[src/rtl/image_processor.sv]
// UART-fed 3x3 smoothing filter: a received grayscale frame is filtered into
// image_ram and the result is streamed back out on tx.

module uart_rx #(
  parameter int BIT_CLKS = 868
) (
  input  logic       clk,
  input  logic       rst,
  input  logic       rx,
  output logic       byte_valid,
  output logic [7:0] byte_data
);
  localparam int HALF = BIT_CLKS / 2;
  localparam int CW   = $clog2(BIT_CLKS + 1);

  typedef enum logic [1:0] {R_IDLE, R_START, R_DATA, R_STOP} rx_state_t;

  rx_state_t     state_reg, state_next;
  logic [CW-1:0] cnt_reg, cnt_next;
  logic [2:0]    bit_reg, bit_next;
  logic [7:0]    shift_reg, shift_next;
  logic          valid_reg, valid_next;
  logic          sync1_reg, sync2_reg, prev_reg;

  // Synchronizer and edge history reset low: a line held low across reset
  // release must be seen high before any falling edge can start a frame.
  always_ff @(posedge clk or negedge rst) begin
    if (!rst) begin
      sync1_reg <= 1'b0;
      sync2_reg <= 1'b0;
      prev_reg  <= 1'b0;
      state_reg <= R_IDLE;
      cnt_reg   <= '0;
      bit_reg   <= '0;
      shift_reg <= '0;
      valid_reg <= 1'b0;
    end else begin
      sync1_reg <= rx;
      sync2_reg <= sync1_reg;
      prev_reg  <= sync2_reg;
      state_reg <= state_next;
      cnt_reg   <= cnt_next;
      bit_reg   <= bit_next;
      shift_reg <= shift_next;
      valid_reg <= valid_next;
    end
  end

  always_comb begin
    state_next = state_reg;
    cnt_next   = cnt_reg + 1'b1;
    bit_next   = bit_reg;
    shift_next = shift_reg;
    valid_next = 1'b0;
    unique case (state_reg)
      R_IDLE: begin
        cnt_next = '0;
        if (prev_reg && !sync2_reg) state_next = R_START;
      end
      R_START: begin
        if (cnt_reg == CW'(HALF - 1)) begin
          cnt_next   = '0;
          bit_next   = '0;
          state_next = sync2_reg ? R_IDLE : R_DATA;
        end
      end
      R_DATA: begin
        if (cnt_reg == CW'(BIT_CLKS - 1)) begin
          cnt_next   = '0;
          shift_next = {sync2_reg, shift_reg[7:1]};
          bit_next   = bit_reg + 1'b1;
          if (bit_reg == 3'd7) state_next = R_STOP;
        end
      end
      R_STOP: begin
        if (cnt_reg == CW'(BIT_CLKS - 1)) begin
          valid_next = sync2_reg;
          state_next = R_IDLE;
        end
      end
      default: state_next = R_IDLE;
    endcase
  end

  assign byte_valid = valid_reg;
  assign byte_data  = shift_reg;
endmodule

module uart_tx #(
  parameter int BIT_CLKS = 868
) (
  input  logic       clk,
  input  logic       rst,
  input  logic       start,
  input  logic [7:0] data,
  output logic       tx,
  output logic       busy
);
  localparam int CW = $clog2(BIT_CLKS + 1);

  typedef enum logic [2:0] {T_IDLE, T_START, T_DATA, T_STOP, T_GAP} tx_state_t;

  tx_state_t     state_reg, state_next;
  logic [CW-1:0] cnt_reg, cnt_next;
  logic [2:0]    bit_reg, bit_next;
  logic [7:0]    shift_reg, shift_next;
  logic          tx_reg, tx_next;

  always_ff @(posedge clk or negedge rst) begin
    if (!rst) begin
      state_reg <= T_IDLE;
      cnt_reg   <= '0;
      bit_reg   <= '0;
      shift_reg <= '0;
      tx_reg    <= 1'b1;
    end else begin
      state_reg <= state_next;
      cnt_reg   <= cnt_next;
      bit_reg   <= bit_next;
      shift_reg <= shift_next;
      tx_reg    <= tx_next;
    end
  end

  // T_GAP holds the line idle one extra bit period between bytes.
  always_comb begin
    state_next = state_reg;
    cnt_next   = cnt_reg + 1'b1;
    bit_next   = bit_reg;
    shift_next = shift_reg;
    unique case (state_reg)
      T_IDLE: begin
        cnt_next = '0;
        if (start) begin
          shift_next = data;
          state_next = T_START;
        end
      end
      T_START: begin
        if (cnt_reg == CW'(BIT_CLKS - 1)) begin
          cnt_next   = '0;
          bit_next   = '0;
          state_next = T_DATA;
        end
      end
      T_DATA: begin
        if (cnt_reg == CW'(BIT_CLKS - 1)) begin
          cnt_next = '0;
          bit_next = bit_reg + 1'b1;
          if (bit_reg == 3'd7) state_next = T_STOP;
          else shift_next = {1'b0, shift_reg[7:1]};
        end
      end
      T_STOP: begin
        if (cnt_reg == CW'(BIT_CLKS - 1)) begin
          cnt_next   = '0;
          state_next = T_GAP;
        end
      end
      T_GAP: begin
        if (cnt_reg == CW'(BIT_CLKS - 1)) state_next = T_IDLE;
      end
      default: state_next = T_IDLE;
    endcase
    tx_next = 1'b1;
    if (state_next == T_START) tx_next = 1'b0;
    else if (state_next == T_DATA) tx_next = shift_next[0];
  end

  assign tx   = tx_reg;
  assign busy = (state_reg != T_IDLE);
endmodule

module dp_ram #(
  parameter int DEPTH = 64,
  parameter int AW    = 6
) (
  input  logic          clk,
  input  logic          we,
  input  logic [AW-1:0] waddr,
  input  logic [7:0]    wdata,
  input  logic [AW-1:0] raddr,
  output logic [7:0]    rdata
);
  logic [7:0] ram [DEPTH];
  logic [7:0] rdata_reg;

  always_ff @(posedge clk) begin
    if (we) ram[waddr] <= wdata;
    rdata_reg <= ram[raddr];
  end

  assign rdata = rdata_reg;
endmodule

module filter_ctrl #(
  parameter int IMAGE_WIDTH  = 8,
  parameter int IMAGE_HEIGHT = 8,
  parameter int AW           = 6
) (
  input  logic          clk,
  input  logic          rst,
  input  logic          start,
  output logic [AW-1:0] rd_addr,
  output logic          clr,
  output logic          acc_en,
  output logic [3:0]    acc_idx,
  output logic          compute_en,
  output logic          border,
  output logic          wr_en,
  output logic [AW-1:0] wr_addr,
  output logic          done_pulse,
  output logic          busy
);
  localparam int XW = (IMAGE_WIDTH > 1) ? $clog2(IMAGE_WIDTH) : 1;
  localparam int YW = (IMAGE_HEIGHT > 1) ? $clog2(IMAGE_HEIGHT) : 1;

  typedef enum logic [2:0] {
    IDLE = 3'd0, LOAD = 3'd1, COMPUTE = 3'd2, WRITE = 3'd3, DONE = 3'd4
  } flt_state_t;

  flt_state_t    state, state_next;
  logic [XW-1:0] x_reg, x_next;
  logic [YW-1:0] y_reg, y_next;
  logic [3:0]    k_reg, k_next;
  logic [1:0]    kx, ky;
  logic          last;

  always_ff @(posedge clk or negedge rst) begin
    if (!rst) begin
      state <= IDLE;
      x_reg <= '0;
      y_reg <= '0;
      k_reg <= '0;
    end else begin
      state <= state_next;
      x_reg <= x_next;
      y_reg <= y_next;
      k_reg <= k_next;
    end
  end

  assign border = (x_reg == '0) || (x_reg == XW'(IMAGE_WIDTH - 1)) ||
                  (y_reg == '0) || (y_reg == YW'(IMAGE_HEIGHT - 1));
  assign last   = (x_reg == XW'(IMAGE_WIDTH - 1)) && (y_reg == YW'(IMAGE_HEIGHT - 1));

  always_comb begin
    state_next = state;
    x_next     = x_reg;
    y_next     = y_reg;
    k_next     = k_reg;
    unique case (state)
      IDLE, DONE: begin
        if (start) begin
          state_next = LOAD;
          x_next     = '0;
          y_next     = '0;
          k_next     = '0;
        end
      end
      LOAD: begin
        k_next = k_reg + 1'b1;
        if (k_reg == 4'd9) state_next = COMPUTE;
      end
      COMPUTE: state_next = WRITE;
      WRITE: begin
        k_next = '0;
        if (last) begin
          state_next = DONE;
        end else begin
          state_next = LOAD;
          if (x_reg == XW'(IMAGE_WIDTH - 1)) begin
            x_next = '0;
            y_next = y_reg + 1'b1;
          end else begin
            x_next = x_reg + 1'b1;
          end
        end
      end
      default: state_next = IDLE;
    endcase
  end

  // Window tap k = 3*ky + kx; border pixels (and the idle tap 9) read the centre only.
  always_comb begin
    ky = 2'd1;
    kx = 2'd1;
    if (!border && k_reg < 4'd9) begin
      if (k_reg >= 4'd6) ky = 2'd2;
      else if (k_reg >= 4'd3) ky = 2'd1;
      else ky = 2'd0;
      kx = 2'(k_reg - 4'(ky) * 4'd3);
    end
  end

  assign rd_addr    = AW'((int'(y_reg) + int'(ky) - 1) * IMAGE_WIDTH + int'(x_reg) + int'(kx) - 1);
  assign wr_addr    = AW'(int'(y_reg) * IMAGE_WIDTH + int'(x_reg));
  assign clr        = (state == LOAD) && (k_reg == 4'd0);
  assign acc_en     = (state == LOAD) && (k_reg != 4'd0);
  assign acc_idx    = k_reg - 1'b1;
  assign compute_en = (state == COMPUTE);
  assign wr_en      = (state == WRITE);
  assign done_pulse = (state == WRITE) && last;
  assign busy       = (state == LOAD) || (state == COMPUTE) || (state == WRITE);
endmodule

module smooth_filter #(
  parameter int IMAGE_WIDTH  = 8,
  parameter int IMAGE_HEIGHT = 8,
  parameter int AW           = 6
) (
  input  logic          clk,
  input  logic          rst,
  input  logic          start,
  output logic [AW-1:0] rd_addr,
  input  logic [7:0]    rd_data,
  output logic          wr_en,
  output logic [AW-1:0] wr_addr,
  output logic [7:0]    wr_data,
  output logic          done_pulse,
  output logic          busy
);
  logic        clr, acc_en, compute_en, border;
  logic [3:0]  acc_idx;
  logic [1:0]  wshift;
  logic [11:0] sum_reg;
  logic [7:0]  center_reg, result_reg;

  filter_ctrl #(
    .IMAGE_WIDTH(IMAGE_WIDTH), .IMAGE_HEIGHT(IMAGE_HEIGHT), .AW(AW)
  ) filter_controller (
    .clk(clk), .rst(rst), .start(start), .rd_addr(rd_addr), .clr(clr),
    .acc_en(acc_en), .acc_idx(acc_idx), .compute_en(compute_en), .border(border),
    .wr_en(wr_en), .wr_addr(wr_addr), .done_pulse(done_pulse), .busy(busy)
  );

  // Kernel [1 2 1; 2 4 2; 1 2 1]: centre tap x4, odd taps (edges) x2, corners x1.
  assign wshift = (acc_idx == 4'd4) ? 2'd2 : (acc_idx[0] ? 2'd1 : 2'd0);

  always_ff @(posedge clk or negedge rst) begin
    if (!rst) begin
      sum_reg    <= '0;
      center_reg <= '0;
      result_reg <= '0;
    end else begin
      if (clr) sum_reg <= '0;
      else if (acc_en) sum_reg <= sum_reg + (12'(rd_data) << wshift);
      if (acc_en && acc_idx == 4'd4) center_reg <= rd_data;
      if (compute_en) result_reg <= border ? center_reg : sum_reg[11:4];
    end
  end

  assign wr_data = result_reg;
endmodule

module image_processor #(
  parameter int CLK_FREQ     = 100_000_000,
  parameter int BAUD_RATE    = 115_200,
  parameter int IMAGE_WIDTH  = 8,
  parameter int IMAGE_HEIGHT = 8
) (
  input  logic clk,
  input  logic rst,
  input  logic rx,
  output logic tx
);
  localparam int BIT_CLKS = CLK_FREQ / BAUD_RATE;
  localparam int N        = IMAGE_WIDTH * IMAGE_HEIGHT;
  localparam int AW       = (N > 1) ? $clog2(N) : 1;

  typedef enum logic [1:0] {ST_IDLE, ST_FETCH, ST_SEND, ST_WAIT} st_state_t;

  logic          byte_valid, capture, start_reg;
  logic [7:0]    byte_data, in_rdata, img_rdata, flt_wr_data;
  logic [AW-1:0] pix_cnt_reg, flt_rd_addr, flt_wr_addr;
  logic          flt_wr_en, flt_done, flt_busy;
  st_state_t     st_reg, st_next;
  logic [AW-1:0] idx_reg, idx_next;
  logic          tx_start, tx_busy, stream_busy;

  uart_rx #(.BIT_CLKS(BIT_CLKS)) u_rx (
    .clk(clk), .rst(rst), .rx(rx), .byte_valid(byte_valid), .byte_data(byte_data)
  );

  // Bytes are dropped while filtering, streaming, or on the start-pulse cycle.
  assign capture = byte_valid && !flt_busy && !stream_busy && !start_reg;

  always_ff @(posedge clk or negedge rst) begin
    if (!rst) begin
      pix_cnt_reg <= '0;
      start_reg   <= 1'b0;
    end else begin
      start_reg <= 1'b0;
      if (capture) begin
        if (pix_cnt_reg == AW'(N - 1)) begin
          pix_cnt_reg <= '0;
          start_reg   <= 1'b1;
        end else begin
          pix_cnt_reg <= pix_cnt_reg + 1'b1;
        end
      end
    end
  end

  dp_ram #(.DEPTH(N), .AW(AW)) input_buf (
    .clk(clk), .we(capture), .waddr(pix_cnt_reg), .wdata(byte_data),
    .raddr(flt_rd_addr), .rdata(in_rdata)
  );

  smooth_filter #(
    .IMAGE_WIDTH(IMAGE_WIDTH), .IMAGE_HEIGHT(IMAGE_HEIGHT), .AW(AW)
  ) filter (
    .clk(clk), .rst(rst), .start(start_reg), .rd_addr(flt_rd_addr), .rd_data(in_rdata),
    .wr_en(flt_wr_en), .wr_addr(flt_wr_addr), .wr_data(flt_wr_data),
    .done_pulse(flt_done), .busy(flt_busy)
  );

  dp_ram #(.DEPTH(N), .AW(AW)) image_ram (
    .clk(clk), .we(flt_wr_en), .waddr(flt_wr_addr), .wdata(flt_wr_data),
    .raddr(idx_reg), .rdata(img_rdata)
  );

  always_ff @(posedge clk or negedge rst) begin
    if (!rst) begin
      st_reg  <= ST_IDLE;
      idx_reg <= '0;
    end else begin
      st_reg  <= st_next;
      idx_reg <= idx_next;
    end
  end

  // ST_FETCH covers the one-cycle read latency of image_ram.
  always_comb begin
    st_next  = st_reg;
    idx_next = idx_reg;
    tx_start = 1'b0;
    unique case (st_reg)
      ST_IDLE: begin
        if (flt_done) begin
          idx_next = '0;
          st_next  = ST_FETCH;
        end
      end
      ST_FETCH: st_next = ST_SEND;
      ST_SEND: begin
        tx_start = 1'b1;
        st_next  = ST_WAIT;
      end
      ST_WAIT: begin
        if (!tx_busy) begin
          if (idx_reg == AW'(N - 1)) begin
            st_next = ST_IDLE;
          end else begin
            idx_next = idx_reg + 1'b1;
            st_next  = ST_FETCH;
          end
        end
      end
      default: st_next = ST_IDLE;
    endcase
  end

  assign stream_busy = (st_reg != ST_IDLE);

  uart_tx #(.BIT_CLKS(BIT_CLKS)) u_tx (
    .clk(clk), .rst(rst), .start(tx_start), .data(img_rdata), .tx(tx), .busy(tx_busy)
  );
endmodule

[config.mk]
export PLATFORM = sky130hd
export DESIGN_NAME = image_processor
export DESIGN_NICKNAME = d
export VERILOG_FILES = /design/src/rtl/image_processor.sv
export SDC_FILE = /design/constraint.sdc
export NUM_CORES = 1
export LEC_CHECK = 0
export CAP_MARGIN = 25
export CORE_MARGIN = 2
export CORE_UTILIZATION = 55
export DETAILED_ROUTE_END_ITERATION = 7
export GPL_TIMING_DRIVEN = 0
export MAX_ROUTING_LAYER = met4
export PLACE_DENSITY = 0.7
export REMOVE_ABC_BUFFERS = 1
export SLEW_MARGIN = 15
export SYNTH_ARGS = -nofsm -noshare
export SYNTH_HDL_FRONTEND = slang
export SYNTH_SLANG_ARGS = --single-unit
[constraint.sdc]
create_clock -name clk -period 10.6 [get_ports clk]
set_input_delay 2.12 -clock clk [delete_from_list [all_inputs] [get_ports clk]]
set_output_delay 2.12 -clock clk [all_outputs]
set_load 0.005 [all_outputs]
==> results_dict.tcl, run 1 <==
set metrics [dict create \
    status "finished clean" \
    cts_tree "yes" \
    drive_gt1_frac 0.220 \
    cts-buffers-inserted 111 \
    timing.final.crit_share 0.629 \
    crit_required_ns 11.10 \
    clockBufferDepth 3 \
    timing.fmax_mhz 150 \
    min_from "u_rx.sync1_reg" \
    drc 0 \
    synth_flop_cell "edfxtp_1" \
    first_global_vias 22800 \
    synth_top_family_by_area "multiplexers" \
    syn_inst 2373 \
    antenna_found_initial 0 \
    setup_viol 0 \
    grt_max_degree 85 \
    core_area_mm2 0.0834 \
    start_util 0.554 \
    synth-async-reset-ratio 0.0941 \
    rrSetupSlack_ns 3.94 \
    drtAntennaViolNets 0 \
    nets 2461 \
    grt_pass1_wl_um 145000 \
    synth_edf_count 1024 \
    synth_fa_ha_area_frac 0.0144 \
    seq_area_frac_synth 0.731 \
    syn-cell-area_mm2 0.0462 \
    synth_xor_xnor_area_share 0.00834 \
    rr_endpoint "input_buf.rdata[1]" \
    total_power_mw 8.76 \
    wire_per_inst_um 26.8 \
    crit_fanout 46 \
    highest_layer "met4" \
    clock_skew_ns 0.0194 \
    r2r_cells 21 \
    cpMostUsedCell "ha_1" \
    ctsHtreeMaxLevel 3 \
    numClockSinks 1148 \
    clk_latency_ns 0.69 \
    grt_setup_unrepaired "no" \
    wl_met3_um 5480 \
    die-area_mm2 0.0863 \
    drtIter0Drc 2360 \
    num_rows 106 \
    routed-wl-met2_um 49000 \
    synth-compound-area-share 0.0223 \
    wl_met1_um 38700 \
    postCtsSetupBuffers 0 \
    dpl-instance-area_mm2 0.0479 \
    clk_pin_slew_ns 0.07 \
    power_density_mw_per_mm2 170 \
    path_delay_family "adder cells" \
    gr-total-overflow 0 \
    clockRootBuffer "clkbuf_16" \
    via_count 22500 \
    dr.pass1.iters 5 \
    synthSimpleGateAreaFrac 0.0408 \
    drt-total-wl_um 96000 \
    crit_type "reg2reg" \
    finalMaxSlewViolations 0 \
    crit_path_top_delay_cell "fa_4" \
    synth.area.mux_share 0.167 \
    yosys_register_bits 1148 \
    ys_types 64 \
    fin_area_mm2 0.0514 \
    die_y_um 294 \
    hold_buffers 0 \
    max-vdd-ir-drop_mv 0.163 \
    ctsResizeCount 0 \
    io_buffers 3 \
    hold_violations 0 \
    die_w_um 294 \
    track_usage 0.234 \
    hold_depth 0 \
    antenna_cells 0 \
    avgViaCountPerCell 6.27 \
    critPathBufInv 4 \
    setup.worst_path.end_class "flop" \
    fill_cells 5689 \
    drv_cap 0 \
    max_stage_delay_ns 1.14 \
    relSlewSlack 0.318 \
    hp-class "reg2reg" \
    leakage_nw 13.8 \
    min_to "u_rx.sync2_reg" \
    worst_pin_slew_ns 1.02 \
    crit_path_start_kind "flop" \
    worstPathArrival_ns 7.16 \
    r2r_start "filter.filter_controller.k_reg[0]" \
    gp_congestion 0.811 \
    io_pins 4 \
    path_cells "inv_2, ha_1, o21a_1, nor2_1, o21a_1, ha_1, ha_1, nor2_1, xnor2_1, xnor2_1, nand3_1, ha_1, inv_1, ha_4, inv_1, fa_4, buf_16, mux4_2, mux2_1, a2111oi_0, a211oi_1" \
    hpwl_um 60500 \
    yosys_warnings 0 \
    area_growth_pct 11.2 \
    avgSynthCellArea_um2 19.5 \
    period_minus_slack_ns 6.66 \
]
[worst max-delay path by stage]
stage                                                  from  slack [ns]  cells past startpoint                  to
after global placement    filter.filter_controller.y_reg[0]       -0.73                     15  input_buf.rdata[2]
after detailed placement  filter.filter_controller.k_reg[0]        3.93                     21  input_buf.rdata[1]
after floorplan           filter.filter_controller.k_reg[0]        2.75                     19  input_buf.rdata[0]
final                     filter.filter_controller.k_reg[0]        3.94                     21  input_buf.rdata[1]
after CTS                 filter.filter_controller.k_reg[0]        3.91                     21  input_buf.rdata[1]
after global routing      filter.filter_controller.k_reg[0]        3.68                     21  input_buf.rdata[1]
[layout by cell type, fill, tap and decap left out, drive strengths merged, types with 5 or more instances in the layout]
cell type and n:
inv 42, mux2 28, and3 11, a21oi 35, a22o 20, dfrtp 107
a31oi 11, nand2 98, nand2b 8, mux4 306, bufinv 7, o21a 5
clkbuf 141, clkinv 49, nand4 7, a21o 5, nor2 208, nor2b 8
edfxtp 1024, xnor2 21, buf 38, or2 7, nand3 44, dfxtp 16
or3 9, xor2 23, a211oi 8, nor3 13, o21ai 39, a22oi 8
mux2i 51, ha 50
[cells in the mapped netlist (all sizes together) (9+ instances only)]
master / n / area [µm²]
buf: 55 / 343
ha: 50 / 626
nor3: 13 / 70.1
nand3: 44 / 220
edfxtp: 1024 / 30700
xnor2: 21 / 184
o21ai: 39 / 195
dfxtp: 16 / 320
a22o: 20 / 175
mux2: 28 / 315
xor2: 23 / 201
a31oi: 11 / 68.8
mux2i: 51 / 510
and3: 11 / 68.8
nand2: 98 / 368
mux4: 306 / 6890
a21oi: 35 / 175
inv: 37 / 139
or3: 9 / 56.3
nor2: 208 / 781
clkbuf: 65 / 245
dfrtp: 107 / 2680
[where the power goes]
part	leakage, nW	switching (mW)	internal (mW)
combinational	3.48	0.0440	0.0203
sequential	8.64	0.00966	4.87
clock	1.72	1.67	2.15
total	13.8	1.72	7.04
[per-layer routing]
| layer | GRT usage | vias to the layer above |
|---|---|---|
| met1 | 0.312 | 11800 |
| met4 | 0.0729 | 0 |
| li1 | - | 9638 |
| met2 | 0.382 | 818 |
| met3 | 0.0325 | 192 |
| met5 | - | - |
[metrics by stage]
| stage | instances | TNS, ns | hold slack [ns] | util | setup slack, ns |
|---|---|---|---|---|---|
| floorplan | 2253 | 0 | 0.331 | - | 2.75 |
| global placement | 3336 | -3.85 | 0.334 | 0.563 | -0.728 |
| detailed placement | 3373 | 0 | 0.346 | 0.574 | 3.93 |
| CTS | 3579 | 0 | 0.359 | 0.616 | 3.91 |
| global route | 3579 | 0 | 0.363 | 0.616 | 3.68 |
| finish | 3579 | 0 | 0.352 | 0.616 | 3.94 |
[worst reg2reg max path: stages (launching register included)]
cell       delay, ns
dfrtp_1         0.67
inv_2           0.23
ha_1            0.26
o21a_1          0.16
nor2_1          0.20
o21a_1          0.19
ha_1            0.25
ha_1            0.19
nor2_1          0.13
xnor2_1         0.16
xnor2_1         0.14
nand3_1         0.10
ha_1            0.28
inv_1           0.10
ha_4            0.14
inv_1           0.05
fa_4            1.14
buf_16          0.34
mux4_2          0.43
mux2_1          0.35
a2111oi_0       0.75
a211oi_1        0.21
[area by class of cell]
type                       instances  area [µm²]  area share
timing repair buffer              40         825      0.0161
inverter                          37         139     0.00270
multi-input combinational       1068       11700       0.228
clock inverter                    65         548      0.0107
clock buffer                     141        2960      0.0577
sequential                      1148       33800       0.658
tap                             1080        1350      0.0263
[kinds of logic (layout without fill, tap and decap cells)]
logic type      Yosys count  count (layout)
buf+inv                 157             283
simple gates            430             430
fa+ha+maj                52              52
flops                  1148            1148
mux                     385             385
xor+xnor                 44              44
compound gates          157             157
No activity file was read; power rests on OpenSTA's default activity.
==> run 2, diff against run 1 <==
==> constraint.sdc (replaced) <==
create_clock -name clk -period 6.9 [get_ports clk]
set_input_delay 1.38 -clock clk [delete_from_list [all_inputs] [get_ports clk]]
set_output_delay 1.38 -clock clk [all_outputs]
set_load 0.005 [all_outputs]
==> results_dict.tcl, run 2 (synthesized netlist as in run 1, its figures left out) <==
set metrics [dict create \
    clk_latency_ns 0.69 \
    grt_setup_unrepaired "no" \
    ctsHtreeMaxLevel 3 \
    total_power_mw 13.5 \
    setup.worst_path.end_class "flop" \
    antenna_cells 0 \
    wire_per_inst_um 26.8 \
    power_density_mw_per_mm2 262 \
    final-seq-area_mm2 0.0338 \
    track_usage 0.234 \
    max-vdd-ir-drop_mv 0.250 \
    core_area_mm2 0.0834 \
    crit_path_top_delay_cell "fa_4" \
    finalMaxSlewViolations 0 \
    io_buffers 3 \
    die-area_mm2 0.0863 \
    period_minus_slack_ns 6.55 \
    status "finished clean" \
    worstPathArrival_ns 7.06 \
    num_rows 106 \
    clock_skew_ns 0.0212 \
    grt_max_degree 85 \
    drtAntennaViolNets 0 \
    setup_viol 0 \
    multi_input_area_mm2 0.0117 \
    cpMostUsedCell "ha_1" \
    grt_pass1_wl_um 145000 \
    worst_pin_slew_ns 1.02 \
    io_pins 4 \
    drtIter0Drc 2308 \
    drc 0 \
    crit_fanout 46 \
    start_util 0.554 \
    path_cells "inv_2, ha_1, o21a_1, nor2_1, o21a_1, ha_1, ha_1, nor2_1, xnor2_1, xnor2_1, nand3_1, ha_1, inv_1, ha_4, inv_1, fa_4, buf_16, mux4_2, mux2_2, a2111oi_0, a211oi_1" \
    leakage_nw 13.8 \
    gr-total-overflow 0 \
    cts-buffers-inserted 111 \
    fin_util 0.616 \
    hold_violations 0 \
    crit_type "reg2reg" \
    clockBufferDepth 3 \
    avgViaCountPerCell 6.26 \
    path_delay_family "adder cells" \
    first_global_vias 22800 \
    hp-class "reg2reg" \
    rrSetupSlack_ns 0.35 \
    fin_setup_tns_ns 0 \
    clockRootBuffer "clkbuf_16" \
    nets 2461 \
    drive_gt1_frac 0.220 \
    antenna_found_initial 0 \
    crit_path_start_kind "flop" \
    layout_common_cells "1024 x edfxtp_1, 306 x mux4_2, 208 x nor2_1" \
    crit_required_ns 7.41 \
    clk_pin_slew_ns 0.07 \
    drv_cap 0 \
    relSlewSlack 0.315 \
    max_stage_delay_ns 1.14 \
    hpwl_um 60500 \
    dp_cells 3373 \
    die_w_um 294 \
    finalNonFillerCells 3579 \
    fill_cells 5688 \
    critPathBufInv 4 \
    fin_worst_hold_slack_ns 0.352 \
    gp_congestion 0.811 \
    numClockSinks 1148 \
    area_growth_pct 11.2 \
    timing.fmax_mhz 153 \
    timing.final.crit_share 0.949 \
    postCtsSetupBuffers 0 \
    cts_tree "yes" \
    drt-total-wl_um 96000 \
    mostFrequentLayoutCell "edfxtp_1" \
    dr.pass1.iters 7 \
    via_count 22400 \
    die_y_um 294 \
]
==> run 2: metal layers <==
metal | GRT usage | routed length (µm) | vias up
li1 | - | - | 9632
met5 | - | 0 | -
met3 | 0.0325 | 5640 | 183
met4 | 0.0729 | 2710 | 0
met1 | 0.312 | 38600 | 11800
met2 | 0.382 | 49000 | 789
==> run 2: layout make-up <==
| class | count | share of cell area |
|---|---|---|
| clock buffer | 141 | 0.0577 |
| clock inverter | 65 | 0.0107 |
| inverter | 37 | 0.00270 |
| multi-input combinational | 1068 | 0.229 |
| sequential | 1148 | 0.658 |
| tap | 1080 | 0.0263 |
| timing repair buffer | 40 | 0.0161 |
==> run 2: what timing repair did <==
item	CTS	global route
endpoints found under the hold margin	0	0
gates resized for setup	0	1
setup endpoints to repair	0	1
hold buffers	0	0
==> run 2: worst paths after layout <==
kind | from | to | depth (start not counted)
worst max-delay path | filter.filter_controller.k_reg[0] | input_buf.rdata[3] | 21
min in group asynchronous | rst | u_tx.shift_reg[4] | 1
worst min register to register | u_rx.sync1_reg | u_rx.sync2_reg | 0
max in group asynchronous | rst | u_rx.byte_data[6] | 2
worst max register to register | filter.filter_controller.k_reg[0] | input_buf.rdata[3] | 21
worst min-delay path | u_rx.sync1_reg | u_rx.sync2_reg | 0
==> run 2: worst register-to-register path, stage by stage (launching register included) <==
cell and delay [ns]:
dfrtp_1 0.67, inv_2 0.23, ha_1 0.26, o21a_1 0.16, nor2_1 0.20, o21a_1 0.19
ha_1 0.25, ha_1 0.19, nor2_1 0.13, xnor2_1 0.16, xnor2_1 0.14, nand3_1 0.10
ha_1 0.28, inv_1 0.10, ha_4 0.14, inv_1 0.05, fa_4 1.14, buf_16 0.34
mux4_2 0.44, mux2_2 0.32, a2111oi_0 0.70, a211oi_1 0.18
==> run 2: through the flow <==
step,setup WS [ns],instance area [µm²]
after global placement,-4.43,47000
after CTS,0.210,51400
after floorplan,-0.953,45600
after global routing,0.109,51400
after detailed placement,0.234,47900
final,0.353,51400
==> run 2: where the power goes <==
| part | switching [mW] | internal, mW |
|---|---|---|
| Combinational | 0.0677 | 0.0312 |
| Sequential | 0.0149 | 7.48 |
| Clock | 2.56 | 3.30 |
